[src/rtl/gpin_sync_debounce.sv]
// -----------------------------------------------------------------------------
// gpin_sync_debounce
//
// Cleans up a raw general-purpose input coming straight from the pad tile.
// The asynchronous pad level is first brought into the clk domain through a
// SYNC_STAGES-deep flop chain. A four-state debounce FSM then requires the
// synchronized level to remain stable for a programmable number of cycles
// before it is accepted. Accepted transitions raise one-cycle rise/fall
// pulses, and a saturating counter tallies them.
//
// Ports:
//   clk          fabric clock
//   RSTN         asynchronous active-low reset
//   inpad_inpad  raw pad value, asynchronous to clk
//   db_limit     stable-sample count needed to accept a change (quasi-static)
//   db_bypass    1 = debounced level follows the synchronized level directly
//   evt_clr      synchronous clear of evt_cnt (wins over an increment)
//   sync_out     synchronized raw value (last synchronizer stage)
//   db_out       debounced level
//   rise_pulse   one-cycle pulse when db_out goes 0->1
//   fall_pulse   one-cycle pulse when db_out goes 1->0
//   evt_cnt      saturating count of accepted db_out transitions
// -----------------------------------------------------------------------------
module gpin_sync_debounce #(
    parameter int SYNC_STAGES = 2,
    parameter int CNT_W       = 8,
    parameter int EVT_W       = 16
) (
    input  logic             clk,
    input  logic             RSTN,
    input  logic             inpad_inpad,
    input  logic [CNT_W-1:0] db_limit,
    input  logic             db_bypass,
    input  logic             evt_clr,
    output logic             sync_out,
    output logic             db_out,
    output logic             rise_pulse,
    output logic             fall_pulse,
    output logic [EVT_W-1:0] evt_cnt
);

    localparam logic [CNT_W-1:0] CNT_ZERO = {CNT_W{1'b0}};
    localparam logic [CNT_W-1:0] CNT_ONE  = {{(CNT_W-1){1'b0}}, 1'b1};
    localparam logic [EVT_W-1:0] EVT_ZERO = {EVT_W{1'b0}};
    localparam logic [EVT_W-1:0] EVT_ONE  = {{(EVT_W-1){1'b0}}, 1'b1};
    localparam logic [EVT_W-1:0] EVT_MAX  = {EVT_W{1'b1}};

    typedef enum logic [1:0] {
        S_LO     = 2'b00,
        S_CHK_HI = 2'b01,
        S_HI     = 2'b10,
        S_CHK_LO = 2'b11
    } state_t;

    // Increment that holds at all-ones instead of wrapping.
    function automatic logic [EVT_W-1:0] sat_inc(input logic [EVT_W-1:0] v);
        logic [EVT_W-1:0] r;
        if (v == EVT_MAX) begin
            r = v;
        end else begin
            r = v + EVT_ONE;
        end
        return r;
    endfunction

    // The debounced level is high in the accepted-high state and while a
    // high-to-low change is still being qualified.
    function automatic logic level_of(input state_t s);
        logic r;
        case (s)
            S_HI:     r = 1'b1;
            S_CHK_LO: r = 1'b1;
            S_LO:     r = 1'b0;
            S_CHK_HI: r = 1'b0;
            default:  r = 1'b0;
        endcase
        return r;
    endfunction

    logic [SYNC_STAGES-1:0] sync_r;
    state_t                 state_r;
    state_t                 state_nxt_s;
    logic [CNT_W-1:0]       cnt_r;
    logic [CNT_W-1:0]       cnt_nxt_s;
    logic                   sync_s;
    logic                   db_nxt_s;
    logic                   rise_nxt_s;
    logic                   fall_nxt_s;
    logic                   db_out_r;
    logic                   rise_r;
    logic                   fall_r;
    logic [EVT_W-1:0]       evt_r;

    assign sync_s = sync_r[SYNC_STAGES-1];

    // Synchronizer chain: shift the pad value in at stage 0.
    always_ff @(posedge clk or negedge RSTN) begin
        if (!RSTN) begin
            sync_r <= {SYNC_STAGES{1'b0}};
        end else begin
            sync_r <= {sync_r[SYNC_STAGES-2:0], inpad_inpad};
        end
    end

    // Debounce next-state and counter logic.
    always_comb begin
        state_nxt_s = state_r;
        cnt_nxt_s   = cnt_r;
        if (db_bypass) begin
            // Track the synchronized level directly; keep the counter idle so
            // leaving bypass starts from a clean stable state.
            state_nxt_s = sync_s ? S_HI : S_LO;
            cnt_nxt_s   = CNT_ZERO;
        end else begin
            case (state_r)
                S_LO: begin
                    if (sync_s) begin
                        state_nxt_s = S_CHK_HI;
                        cnt_nxt_s   = CNT_ONE;
                    end else begin
                        cnt_nxt_s   = CNT_ZERO;
                    end
                end
                S_CHK_HI: begin
                    if (!sync_s) begin
                        state_nxt_s = S_LO;
                        cnt_nxt_s   = CNT_ZERO;
                    end else if (cnt_r >= db_limit) begin
                        // >= keeps a lowered limit mid-window from stranding
                        // the counter above the new threshold.
                        state_nxt_s = S_HI;
                        cnt_nxt_s   = CNT_ZERO;
                    end else begin
                        cnt_nxt_s   = cnt_r + CNT_ONE;
                    end
                end
                S_HI: begin
                    if (!sync_s) begin
                        state_nxt_s = S_CHK_LO;
                        cnt_nxt_s   = CNT_ONE;
                    end else begin
                        cnt_nxt_s   = CNT_ZERO;
                    end
                end
                S_CHK_LO: begin
                    if (sync_s) begin
                        state_nxt_s = S_HI;
                        cnt_nxt_s   = CNT_ZERO;
                    end else if (cnt_r >= db_limit) begin
                        state_nxt_s = S_LO;
                        cnt_nxt_s   = CNT_ZERO;
                    end else begin
                        cnt_nxt_s   = cnt_r + CNT_ONE;
                    end
                end
                default: begin
                    state_nxt_s = S_LO;
                    cnt_nxt_s   = CNT_ZERO;
                end
            endcase
        end
    end

    // Edge detection on the level the FSM is about to present, so pulses
    // register in the same cycle db_out first shows the new level.
    always_comb begin
        db_nxt_s   = level_of(state_nxt_s);
        rise_nxt_s = db_nxt_s & ~db_out_r;
        fall_nxt_s = ~db_nxt_s & db_out_r;
    end

    // FSM state, counter, debounced level and pulse registers.
    always_ff @(posedge clk or negedge RSTN) begin
        if (!RSTN) begin
            state_r  <= S_LO;
            cnt_r    <= CNT_ZERO;
            db_out_r <= 1'b0;
            rise_r   <= 1'b0;
            fall_r   <= 1'b0;
        end else begin
            state_r  <= state_nxt_s;
            cnt_r    <= cnt_nxt_s;
            db_out_r <= db_nxt_s;
            rise_r   <= rise_nxt_s;
            fall_r   <= fall_nxt_s;
        end
    end

    // Event counter: clear wins over a coincident pulse, otherwise saturate.
    always_ff @(posedge clk or negedge RSTN) begin
        if (!RSTN) begin
            evt_r <= EVT_ZERO;
        end else if (evt_clr) begin
            evt_r <= EVT_ZERO;
        end else if (rise_r || fall_r) begin
            evt_r <= sat_inc(evt_r);
        end else begin
            evt_r <= evt_r;
        end
    end

    assign sync_out   = sync_s;
    assign db_out     = db_out_r;
    assign rise_pulse = rise_r;
    assign fall_pulse = fall_r;
    assign evt_cnt    = evt_r;

endmodule

[config.mk]
export PLATFORM = sky130hd
export DESIGN_NAME = gpin_sync_debounce
export DESIGN_NICKNAME = d
export VERILOG_FILES = /design/src/rtl/gpin_sync_debounce.sv
export SDC_FILE = /design/constraint.sdc
export NUM_CORES = 1
export LEC_CHECK = 0
export BUFFER_PORTS_ARGS = -buffer_cell sky130_fd_sc_hd__clkbuf_2
export CAP_MARGIN = 25
export CORE_MARGIN = 2
export CORE_UTILIZATION = 58
export CTS_BUF_LIST = sky130_fd_sc_hd__clkbuf_8 sky130_fd_sc_hd__clkbuf_16
export CTS_CLUSTER_DIAMETER = 120
export DETAILED_ROUTE_END_ITERATION = 6
export GPL_ROUTABILITY_DRIVEN = 1
export PLACE_DENSITY = 0.83
export SYNTH_ARGS = -nofsm -noshare
export SYNTH_HDL_FRONTEND = slang
export SYNTH_SLANG_ARGS = --single-unit
[constraint.sdc]
create_clock -name clk -period 4.5 [get_ports clk]
set_clock_uncertainty 0.1 [all_clocks]
set_input_delay 0.9 -clock clk [delete_from_list [all_inputs] [get_ports clk]]
set_output_delay 0.9 -clock clk [all_outputs]
set_load 0.02 [all_outputs]
## Word level (Yosys, flattened, before mapping)

Index checks and enable logic that the tools add are counted.
Widths: inputs -> output; s select.

- $add $sub $neg: 2
- Magnitude comparators: 1
- Equal/unequal tests: 8
- Mux-type cells: 20
- Bitwise operators: 4
- Reductions and logical operators: 7

Operator list:

| operator | count |
|---|---|
| $mux 16 | 3 |
| $mux 8 | 4 |
| $pmux 8 s4 | 1 |
| $add 16x1->16 const B | 1 |
| $eq 16x16->1 const B | 1 |
| $mux 2 | 8 |
| $add 8x1->8 const B | 1 |
| $eq 2x2->1 const B | 4 |
| $ge 8x8->1 | 1 |
| $pmux 2 s4 | 1 |
| $eq 2x1->1 const B | 2 |
| $logic_not 2->1 | 2 |
| $reduce_or 2->1 | 2 |
| $and 1x1->1 | 2 |
| $mux 1 | 2 |
| $ne 2x2->1 const B | 1 |
| $not 1->1 | 2 |
| $pmux 1 s2 | 1 |
| $reduce_and 2->1 | 1 |
| $reduce_bool 2->1 | 1 |
| $logic_or 1x1->1 | 1 |

- Bits in registers: 31
- Bits of input ports: 13
- Output and inout bits: 20
- Word-level logic and storage cells: 49

## Logic depth before layout (Yosys ltp)

- Depth in word-level cells: 10
- Depth in mapped cells: 7
- Mapped depth without buffers: 7

## Worst setup path after synthesis

OpenSTA, ideal clock, no wires.

- Path kind: input to register
- Start point: in db_limit[7]
- End point: reg db_out_r (netlist: db_out)
- Setup time: 0.128 ns
- Arrival: 2.285 ns
- Required time: 4.272 ns
- Path slack: 1.988 ns
- Stages: 6
- Buffers on the path: 0
- Cells stage by stage: inv_1 -> ha_1 -> and3_1 -> a2111oi_2 -> a21oi_2 -> mux2_1

- Cells in the longest elaborated chain, start to end: 8
- Elaborated cells between the ends (all ways): 14
- Those cells by class: order compare: 1; eq/ne: 3; mux: 7; reduce/logical: 3

RTL lines:

| what | RTL line | RTL |
|---|---|---|
| start: declaration | 32 | `input logic [CNT_W-1:0] db_limit,` |
| $ge 8x8->1 * | 128, 149 |  |
| $mux 2 (on tied branches) | 149, 128 |  |
| $mux 2 (on tied branches) | 146, 125 |  |
| $pmux 2 s4 * | 115 | `case (state_r)` |
| $mux 2 * | 109 | `if (db_bypass) begin` |
| $eq 2x1->1, or another cell as far along | 70 | `case (s)` |
| $reduce_or 2->1 (no source line) | n/a |  |
| $pmux 1 s2 * | 70 |  |
| net db_nxt_s | 86 | `logic db_nxt_s;` |
| end signal: assignment | 183 | `db_out_r <= db_nxt_s;` |
| end: declaration | 89 | `logic db_out_r;` |

Mark *: on every way through the listed nets, which the timed path passes. The rest lies on a longest branch.
A chain may end at the register's enable or synchronous reset.

## Worst setup path after layout

- Start point: in db_limit[5]
- End point: reg cnt_r[6]

- Cells in the longest elaborated chain, start to end: 5
- Elaborated cells between the ends (all ways): 6
- Those cells by class: order compare: 1; mux: 5

RTL lines:

| what | RTL line | RTL |
|---|---|---|
| $ge 8x8->1 * | 128, 149 |  |
| $mux 8 * | 128, 149 |  |
| $mux 8 (on tied branches) | 146, 125 |  |
| $pmux 8 s4 * | 115 |  |
| $mux 8 * | 109 |  |
| net cnt_nxt_s[6] | 84 | `logic [CNT_W-1:0] cnt_nxt_s;` |
| end signal: assignment | 182 | `cnt_r <= cnt_nxt_s;` |
| end: declaration | 83 | `logic [CNT_W-1:0] cnt_r;` |

Marked as above.

==> summary.txt <==
Status
  – Status: finished, final reports clean

Timing
  – Setup TNS: 0 ns
  – Final number of setup-violating endpoints: 0
  – Worst-margin pin slew: 0.750 ns
  – Slew margin rel.: 50.0%
  – RSZ-0062 raised after global routing: false
  – Fin crit share: 54.6%
  – Final hold vios: 0
  – Final min period: ~2.5 ns
  – Max-slew violations: 0
  – Fmax achieved: ~0.41 GHz

Power and ir drop
  – Static leakage: 0.000956 uW
  – Int Pwr: 442 uW
  – Comb power frac: 17.1%
  – Power Density: 314 mW/mm2
  – Clock network power share: slightly above 30%
  – Net switching power: 177 uW
  – Seq pwr share: 52.0%
  – VDD IR max: roughly 0.47 mV
  – Sw Ratio: 28.6%

Global routing
  – Initial antenna violation count: 0
  – Total track usage: between 20% and 30%
  – Total congestion overflow: 0
  – Largest net degree at the start of global routing: 32
  – Global-route wire length before repair: 5.86 mm
  – Vias in the first global route: 1,379

Clocking
  – Total CTS buffers: 5
  – Post-CTS setup buffers: 0
  – Clk_lat worst skew: 0.28 ns
  – Root Buffer Master: clkbuf_8
  – TritonCTS clock tree: yes
  – Clk slew on worst S/H paths: 0.06 ns
  – Clock sinks: 31
  – Post-CTS Resized: 0
  – Clock Path Buffers: 2
  – Hold_buf cts: 0
  – Htree depth: 2

Yosys
  – Number of synthesized flops with an enable pin: 0
  – Synth async-reset ratio: 100%
  – Sequential share of the synthesized area: 45.5%
  – Netlist cell types: 36
  – Simple-gate portion of the synthesized area: between 20% and 30%
  – Synth Register Bits: 31
  – Largest family of logic cells by synthesized area: simple AND/OR/NAND/NOR gates
  – Post-synthesis compound-gate area fraction: 8.36%
  – YS warnings: 0
  – Syn_nets: 191
  – Post-synthesis adder-cell area fraction: 7.33%
  – Syn Area/Cell: 10.2 um2
  – Mux contribution to synthesized area: 3.67%
  – XOR/XNOR Fraction of Synth Area: between 9 and 10%
  – Ys flop type: dfrtp_1
  – Synthesized area: 0.00171 mm2
  – Post-Syn Instances: 168

Drt
  – Via count: between 1,000 and 1,500
  – Remaining antenna violation count: 0
  – Avg WL per Cell: 14.0 um
  – First-pass iteration count of the detailed router: 4
  – Drt drc: 0
  – Via density: 5.66
  – Initial drt markers: 33
  – Final wirelength: 3.30 mm

Job
  – Reported max-cap violation count: 0

Layout
  – Final net count: roughly 230
  – Layout Cells excl Fill: 235
  – Share of layout cells above drive strength 1: a little under a quarter
  – Commonest non-fill, non-tap cell in the layout: clkbuf_2
  – Fillcell total: 226
  – Most frequent cells in the layout: clkbuf_2, dfrtp_1, nor2_1, inv_1
  – Antenna cells: 0
  – Growth of design area from synthesis to finish: 15.5%

Setup path
  – Worst reg2reg path depth: 7
  – Critical Path Start Type: input pin
  – Data required, critical path: 4.59 ns
  – R2R Setup Slk: 2.26 ns
  – Crit Path Max Fanout: 7
  – Critical path arrival: 2.55 ns
  – Element type at the critical path end: flop
  – Crit path kind: input pin to flop

Floorplan
  – Initial Utilization: between 60% and 70%
  – Core ar.: 0.00278 mm2
  – Boundary pin count: 33
  – Die height: 58.2 um
  – Die area: ~0.0034 mm2
  – Die width: 58.2 um
  – Row count: 19

Placed design
  – Placed cells: 229
  – Port-buffer cells: 32
  – Gp weighted congestion: between 0.8 and 0.9
  – Detail Placement HPWL: 2.55 mm

Min path
  – Hold crit path type: flop to flop
  – Worst Hold Depth: 0
worst paths after layout:
| kind | from | to |
|---|---|---|
| max in group asynchronous | RSTN | evt_cnt[6] |
| min in group asynchronous | RSTN | evt_cnt[11] |
| min reg2reg | sync_r[0] | sync_r[1] |
| max | db_limit[5] | cnt_r[6] |
| max reg2reg | cnt_r[0] | cnt_r[6] |
| min | sync_r[0] | sync_r[1] |
critical path, cell delays in order:
cell and delay [ns]:
clkbuf_2 0.08, inv_1 0.04, ha_1 0.28, and3_1 0.21, a2111oi_2 0.45, nand4b_1 0.35
nor2_1 0.24
through the flow:
stage / total power [uW] / util (%) / hold slack [ns] / cell area [um2] / setup slack [ns]
after global placement: 425 / 68.2 / 0.232 / 1900 / 1.85
after detailed placement: 434 / 68.2 / 0.248 / 1900 / 1.76
after CTS: 626 / 70.9 / 0.261 / 1970 / 2.04
final: 620 / 70.9 / 0.256 / 1970 / 2.04
after floorplan: 392 / - / 0.231 / 1710 / 1.99
after global routing: 653 / 70.9 / 0.268 / 1970 / 1.76
logic make-up after synthesis:
logic type,Yosys count
AOI/OAI and AO/OA,19
muxes,6
adders and majority gates,10
and+or+nand+nor,70
xor gates and xnor gates,18
DFF,31
buffers and inverters,14
final cells by class:
cell class              count  area [um2]  share of cell area (%)
clock buffers               5        68.8                    3.49
repair buffers             32         160                    8.13
clock inverters             1        3.75                   0.190
inverters                  12        45.0                    2.29
multi-input cells         123         878                    44.6
well taps                  31        38.8                    1.97
flip-flops and latches     31         776                    39.4
registers in the layout (all words and copies together), names as in the netlist:
name,flops
evt_cnt,16
fall_pulse,1
state_r,2
cnt_r,8
db_out,1
rise_pulse,1
sync_r,2
cell usage after synthesis (3+ instances only):
cell type,n,area [um2]
a21oi_1,7,35.0
and3_1,3,18.8
dfrtp_1,31,776
ha_1,10,125
inv_1,12,45.0
mux2i_1,4,40.0
nand2_1,5,18.8
nand2b_1,7,43.8
nand3_1,11,55.1
nor2_1,25,93.8
nor3_1,5,25.0
xnor2_1,11,96.3
xor2_1,7,61.3
power by group through the flow:
| stage | Sequential (uW) | Clock, uW | Combinational, uW |
|---|---|---|---|
| 2_1_floorplan | 337 | 0 | 55.3 |
| 3_3_place_gp | 325 | 0 | 101 |
| 3_5_place_dp | 327 | 0 | 107 |
| 4_1_cts | 322 | 196 | 108 |
| 5_1_grt | 325 | 207 | 120 |
| 6_report | 322 | 192 | 106 |
per-layer routing:
metal | global-route usage [%] | share of wire [%] | vias to the layer above
met5 | 0 | 0 | -
met4 | 12.3 | 2.2 | 0
met3 | 5.80 | 4.0 | 6
met2 | 39.1 | 51 | 27
met1 | 27.7 | 43 | 641
li1 | - | - | 656
Power figures use the tool's default switching activity.
